==> src/rtl/ain_top.sv <==
// Two-input rectified neuron: ReLU(x1*w1 + x2*w2), saturated to OUT_W signed bits, registered.
// The output register clears asynchronously; the result appears one clock after the inputs.
module ain_top #(
   parameter int unsigned IN_W  = 4,
   parameter int unsigned OUT_W = 5
) (
   input  logic                    clk,
   input  logic                    rst,
   input  logic signed [IN_W-1:0]  x1,
   input  logic signed [IN_W-1:0]  x2,
   input  logic signed [IN_W-1:0]  w1,
   input  logic signed [IN_W-1:0]  w2,
   output logic signed [OUT_W-1:0] output_val
);

   localparam int unsigned PROD_W = 2 * IN_W;
   localparam int unsigned SUM_W  = 2 * IN_W + 1;
   // Compare width covers both the sum and the saturation bound, plus a sign bit.
   localparam int unsigned CMP_W  = (SUM_W > OUT_W) ? SUM_W + 1 : OUT_W + 1;
   localparam logic signed [CMP_W-1:0] SAT_MAX =
      {{(CMP_W - OUT_W + 1){1'b0}}, {(OUT_W - 1){1'b1}}};

   logic signed [PROD_W-1:0] w_prod1;
   logic signed [PROD_W-1:0] w_prod2;
   logic signed [SUM_W-1:0]  w_sum;
   logic signed [CMP_W-1:0]  w_sum_ext;
   logic        [OUT_W-1:0]  w_act;
   logic        [OUT_W-1:0]  r_out;

   assign w_prod1   = PROD_W'(x1) * PROD_W'(w1);
   assign w_prod2   = PROD_W'(x2) * PROD_W'(w2);
   assign w_sum     = SUM_W'(w_prod1) + SUM_W'(w_prod2);
   assign w_sum_ext = CMP_W'(w_sum);

   always_comb begin
      w_act = '0;
      if (w_sum_ext[CMP_W-1] || (w_sum_ext == '0)) begin
         w_act = '0;
      end else if (w_sum_ext > SAT_MAX) begin
         w_act = SAT_MAX[OUT_W-1:0];
      end else begin
         w_act = w_sum_ext[OUT_W-1:0];
      end
   end

   always_ff @(posedge clk or negedge rst) begin
      if (!rst) begin
         r_out <= '0;
      end else begin
         r_out <= w_act;
      end
   end

   assign output_val = r_out;

endmodule

==> config.mk <==
export PLATFORM = sky130hd
export DESIGN_NAME = ain_top
export DESIGN_NICKNAME = d
export VERILOG_FILES = /design/src/rtl/ain_top.sv
export SDC_FILE = /design/constraint.sdc
export NUM_CORES = 1
export LEC_CHECK = 0
export ABC_AREA = 0
export CAP_MARGIN = 15
export CORE_MARGIN = 5
export CORE_UTILIZATION = 40
export CTS_CLUSTER_SIZE = 12
export DETAILED_ROUTE_END_ITERATION = 16
export GPL_TIMING_DRIVEN = 0
export PLACE_DENSITY = 0.58
export SYNTH_ARGS = -nofsm -noshare
export SYNTH_HDL_FRONTEND = slang
export SYNTH_SLANG_ARGS = --single-unit
==> constraint.sdc <==
create_clock -name clk -period 1.1 [get_ports clk]
set_clock_uncertainty 0.15 [all_clocks]
set_input_delay 0.165 -clock clk [delete_from_list [all_inputs] [get_ports clk]]
set_output_delay 0.165 -clock clk [all_outputs]
set_load 0.03 [all_outputs]
### Yosys cells after proc, flatten, opt, wreduce, memory -nomap -nowiden

Index checks and enable logic that the tools add are counted.

| word-level totals | value |
|---|---|
| RAM bits | 0 |
| logic and storage cells | 9 |
| output and inout bits | 5 |
| latch bits | 0 |
| memory bits (read-only) | 0 |
| memories kept | 0 |
| register bits | 5 |
| input bits | 18 |

| operators by class | value |
|---|---|
| eq/ne operators | 0 |
| multipliers | 2 |
| reductions and logical operators | 2 |
| shifts and indexed selects | 0 |
| add/sub/neg operators | 1 |
| bitwise operators | 0 |
| divide/modulo/power cells | 0 |
| multiplexer cells | 2 |
| order comparisons | 1 |

Operators by type and width:

| kind | count |
|---|---|
| multiplier 4 x 4 -> 8 bit | 2 |
| zero test 10 bit | 1 |
| 2-to-1 mux 5 bit | 2 |
| adder 8 x 8 -> 9 bit | 1 |
| > comparator 9 x 5 -> 1 bit, second input constant | 1 |
| logical OR 1 bit | 1 |

### Logic depth before layout (Yosys ltp)

| depth | value |
|---|---|
| depth in word-level cells | 5 |
| mapped depth | 16 |
| depth with buffers taken out | 16 |

### Worst setup path after synthesis

No wires, ideal clock.

| timing path | value |
|---|---|
| kind | input to register |
| start | input port w2[0] |
| end | register r_out[0] (netlist: output_val[0]) |
| required time | 807 ps |
| stages on the path | 15 |
| slack | -3279 ps |
| path buffers | 1 |
| library setup time | 143 ps |
| arrival time | 4087 ps |
| path through | nand2_1 inv_1 fa_1 fa_1 fa_1 inv_1 fa_1 inv_1 ha_1 buf_6 or3_1 a221oi_2 a31oi_1 a2111oi_4 a211oi_1 |

| between the ends | value |
|---|---|
| cells in the longest elaborated chain, start to end | 5 |
| elaborated cells between the ends (all ways) | 7 |
| those cells by class | 1 x add/sub; 1 x mul; 1 x order compare; 2 x mux; 2 x reduce/logical |

Ends and longest elaborated chain:

| item | line | source |
|---|---|---|
| start: declaration | 12 | `input logic signed [IN_W-1:0] w2,` |
| multiplier 4 x 4 -> 8 bit (*) | 31 | `assign w_prod2 = PROD_W'(x2) * PROD_W'(w2);` |
| adder 8 x 8 -> 9 bit (*) | 32 | `assign w_sum = SUM_W'(w_prod1) + SUM_W'(w_prod2);` |
| > comparator 9 x 5 -> 1 bit / zero test 10 bit (equally long branches) | 39, 37 |  |
| 2-to-1 mux 5 bit / logical OR 1 bit (equally long branches) | 39, 37 |  |
| 2-to-1 mux 5 bit (*) | 37 | `if (w_sum_ext[CMP_W-1] \|\| (w_sum_ext == '0)) begin` |
| named net w_act[0] | 27 | `logic [OUT_W-1:0] w_act;` |
| end signal: assignment | 50 | `r_out <= w_act;` |
| end: declaration | 28 | `logic [OUT_W-1:0] r_out;` |

The timed path passes the listed nets; every way through them passes the cells marked *.

### Final worst setup path

| timing path | value |
|---|---|
| start | input port x2[3] |
| end | register r_out[1] (netlist: output_val[1]) |

| between the ends | value |
|---|---|
| cells in the longest elaborated chain, start to end | 5 |
| elaborated cells between the ends (all ways) | 7 |
| those cells by class | 1 x add/sub; 1 x mul; 1 x order compare; 2 x mux; 2 x reduce/logical |

Ends and longest elaborated chain:

| item | line | source |
|---|---|---|
| start: declaration | 10 | `input logic signed [IN_W-1:0] x2,` |
| multiplier 4 x 4 -> 8 bit (*) | 31 |  |
| adder 8 x 8 -> 9 bit (*) | 32 |  |
| > comparator 9 x 5 -> 1 bit / zero test 10 bit (equally long branches) | 39, 37 |  |
| 2-to-1 mux 5 bit / logical OR 1 bit (equally long branches) | 39, 37 |  |
| 2-to-1 mux 5 bit (*) | 37 |  |
| named net w_act[1] | 27 |  |

Marks and branches as above.

==> implementation parameters <==
Parameter                              Value

Outcome
  Outcome ... complete, but fails checks
  Violated checks ... negative setup slack

Cells and area
  Most frequent cells in the layout ... sky130_fd_sc_hd__inv_1 (39), sky130_fd_sc_hd__fa_1 (26), sky130_fd_sc_hd__ha_1 (16)
  Antenna diode count ... 0
  Layout overhead on the synthesized area ... 35.28%
  Final Net Count ... 311
  Final Core Density ... 56.67%
  Post-route non-filler standard cell count ... 290
  Fraction of final layout cells with drive strength greater than 1 ... 39.08%
  Final-layout fill cell count ... 396
  Number of flip-flops in the largest register ... 5
  Most common library cell in the layout ignoring fill and taps ... sky130_fd_sc_hd__inv_1

Drt
  Via count of the routed design ... 1478
  Post-DRT Antenna Nets ... 0
  Drt total wl ... 4.198 mm
  Wire length per cell ... 14.48 µm
  First-iteration detailed-routing DRC count ... 49
  DR vias/cell ... 5.097
  Post-route DRC ... 0
  Detailed Routing Iterations Pass 1 ... 4

CTS
  H-tree level count ... 1
  Max clock buf depth ... 2
  Clock root buffer master ... sky130_fd_sc_hd__clkbuf_8
  Cts hold-fix bufs ... 0
  Clk sinks ... 5
  TritonCTS clock tree ... done
  Number of buffers added by the clock tree synthesis step ... 3
  Reg clk slew, reported paths ... 0.04 ns

Power and ir drop
  Peak supply drop ... 1.364 mV
  Power density relative to cell area ... 2882 nW/µm²
  Static power due to leakage ... 1.182 nW
  Design Power ... 7.260 mW

Floorplan
  Initial core utilization ... 41.89%
  Overall die area ... 6119 µm²
  Row cnt ... 24
  Number of ports placed on the die boundary ... 23
  Die Y-Extent ... 78.23 µm
  Overall die width ... 78.23 µm
  Core footprint ... 4444 µm²

Setup path
  Endpoint kind of the worst setup timing path ... register
  Critical Path AT ... 4.11 ns
  Startpoint class of the critical path ... input port
  Required time of the worst setup path ... 1.02 ns
  Critical Setup Path Class ... in2reg
  Largest driver fanout on the critical path ... 8

Yosys
  Number of synthesized register bits ... 5
  Post-synth EDFFs ... 0
  Top FF cell, synth ... sky130_fd_sc_hd__dfrtp_1
  Number of warning messages in the yosys log ... 0
  Syn nets ... 273
  Post-Syn Instances ... 201
  Per-instance average area after synthesis ... 9.263 µm²
  Fraction of synthesized cell area taken by the top area cell type ... 33.33%
  Async set or reset register ratio after synthesis ... 100.0%
  Sequential fraction of the synthesis area ... 6.720%
  Area of the mapped netlist ... 1862 µm²
  Yosys top cell by area ... sky130_fd_sc_hd__fa_1
  Number of distinct library cells after synthesis ... 39
  Leading post-synthesis cells by cell area ... sky130_fd_sc_hd__fa_1 (33%), sky130_fd_sc_hd__ha_1 (15%), sky130_fd_sc_hd__inv_1 (10%)

Timing
  RSZ-0062 raised after global routing ... true
  Worst-Margin Slew ... 0.5458 ns
  Number of pins exceeding their max-slew limit in the final report ... 0
  Worst path setup slack after routing ... -3.083 ns
  Worst relative slew slack ... 63.61%
  Setup violators final ... 4
  Period Utilization, post-route ... 380.3%
  Highest attainable clock frequency ... 239.1 MHz
  Tmin final ... 4.183 ns
  Number of endpoints with negative hold slack in the final report ... 0
  Fin Setup TNS ... -12.32 ns

Flow run
  Number of maximum-capacitance violations ... 0

Placed design
  Buffers added on ports ... 22
  Last weighted congestion value of the routability-driven placer ... 0.8378
  Placed cell count ... 275
  Sum of net half-perimeters after detailed placement ... 3.394 mm

GRT
  Number of global-route vias before repair ... 1657
  Global route overflow ... 0
  GRT Util Overall ... 14.70%
  Pin count of the biggest net entering global routing ... 14
  Initial antenna violation count ... 0
  First-pass GRT wire length ... 7.286 mm

Worst hold path
  Min-Delay Path Class ... in2async
[cells in the mapped netlist (4+ instances only)]
cell and n:
sky130_fd_sc_hd__nor2_1 5, sky130_fd_sc_hd__xnor2_1 7, sky130_fd_sc_hd__and2_1 17, sky130_fd_sc_hd__nand2b_1 5, sky130_fd_sc_hd__ha_1 23, sky130_fd_sc_hd__a21oi_1 5
sky130_fd_sc_hd__nand2_1 10, sky130_fd_sc_hd__dfrtp_1 5, sky130_fd_sc_hd__fa_1 31, sky130_fd_sc_hd__a211oi_1 4, sky130_fd_sc_hd__inv_1 52
[per-layer routing]
layer  up-vias  track usage, %  share of wire, %
met5         -               0                 0
met2        37           28.00                53
met4         0           3.846              0.81
li1        707               -                 -
met1       728           17.80                42
met3         6           1.144               3.6
[per-stage QoR]
step | setup WS (ns) | hold WS, ns | cell area (µm²)
2_1_floorplan | -2.897 | -0.2806 | 1963
3_3_place_gp | -3.903 | 0.2376 | 2248
3_5_place_dp | -3.975 | 0.2510 | 2248
4_1_cts | -3.058 | 0.01994 | 2367
5_1_grt | -3.241 | 0.03799 | 2519
6_report | -3.083 | 0.01164 | 2519
[path summary, 6_finish.rpt]
check	from	end	slack, ns
worst max-delay path	x2[3]	output_val[1]$_DFF_PN0_	-3.08
worst min-delay path	rst	output_val[0]$_DFF_PN0_	0.01
max in group asynchronous	rst	output_val[1]$_DFF_PN0_	0.60
min in group clk	w2[3]	output_val[0]$_DFF_PN0_	0.17
[worst max-delay path: stages]
cell and delay (ns):
sky130_fd_sc_hd__buf_12 0.11, sky130_fd_sc_hd__and2_4 0.15, sky130_fd_sc_hd__fa_1 0.55, sky130_fd_sc_hd__fa_1 0.43, sky130_fd_sc_hd__fa_1 0.50, sky130_fd_sc_hd__inv_2 0.04, sky130_fd_sc_hd__fa_1 0.52, sky130_fd_sc_hd__inv_2 0.05
sky130_fd_sc_hd__ha_4 0.21, sky130_fd_sc_hd__buf_6 0.13, sky130_fd_sc_hd__or3_4 0.33, sky130_fd_sc_hd__a221oi_4 0.31, sky130_fd_sc_hd__a31oi_4 0.06, sky130_fd_sc_hd__a2111oi_4 0.28, sky130_fd_sc_hd__buf_4 0.20, sky130_fd_sc_hd__a211oi_2 0.07
[report_power, final]
group	switching (mW)	total (mW)	internal, mW	leakage [nW]
logic	3.50	6.61	3.11	1.10
clock network	0.0887	0.337	0.249	0.0228
registers	0.0170	0.310	0.293	0.0576
[cell families (layout without fill, tap and decap cells)]
| family | after synthesis | after routing | synth area share, % |
|---|---|---|---|
| adders and majority gates | 54 | 54 | 48.79 |
| DFF | 5 | 5 | 6.720 |
| buffers and inverters | 53 | 90 | 11.09 |
| other | 1 | 1 | 0.2014 |
| and+or+nand+nor | 49 | 49 | 14.85 |
| AOI/OAI and AO/OA | 27 | 27 | 12.43 |
| xor gates and xnor gates | 10 | 10 | 4.705 |
| muxes | 2 | 2 | 1.210 |
[layout make-up]
class | count | area (µm²) | share of cell area, %
well taps | 52 | 65.06 | 2.583
inverters | 52 | 197.7 | 7.849
flip-flops and latches | 5 | 125.1 | 4.968
plain buffers | 1 | 11.26 | 0.4471
repair buffers | 33 | 272.8 | 10.83
clock buffers | 4 | 45.04 | 1.788
multi-input cells | 143 | 1802 | 71.53
[timing repair]
item                                    in CTS  in global routing
endpoints found under the setup margin       9                  4
gates resized for setup                    114                 32
buffers inserted                             6                  5
pin swaps                                   27                 23
Note: power is estimated with default switching activity, not from simulation.
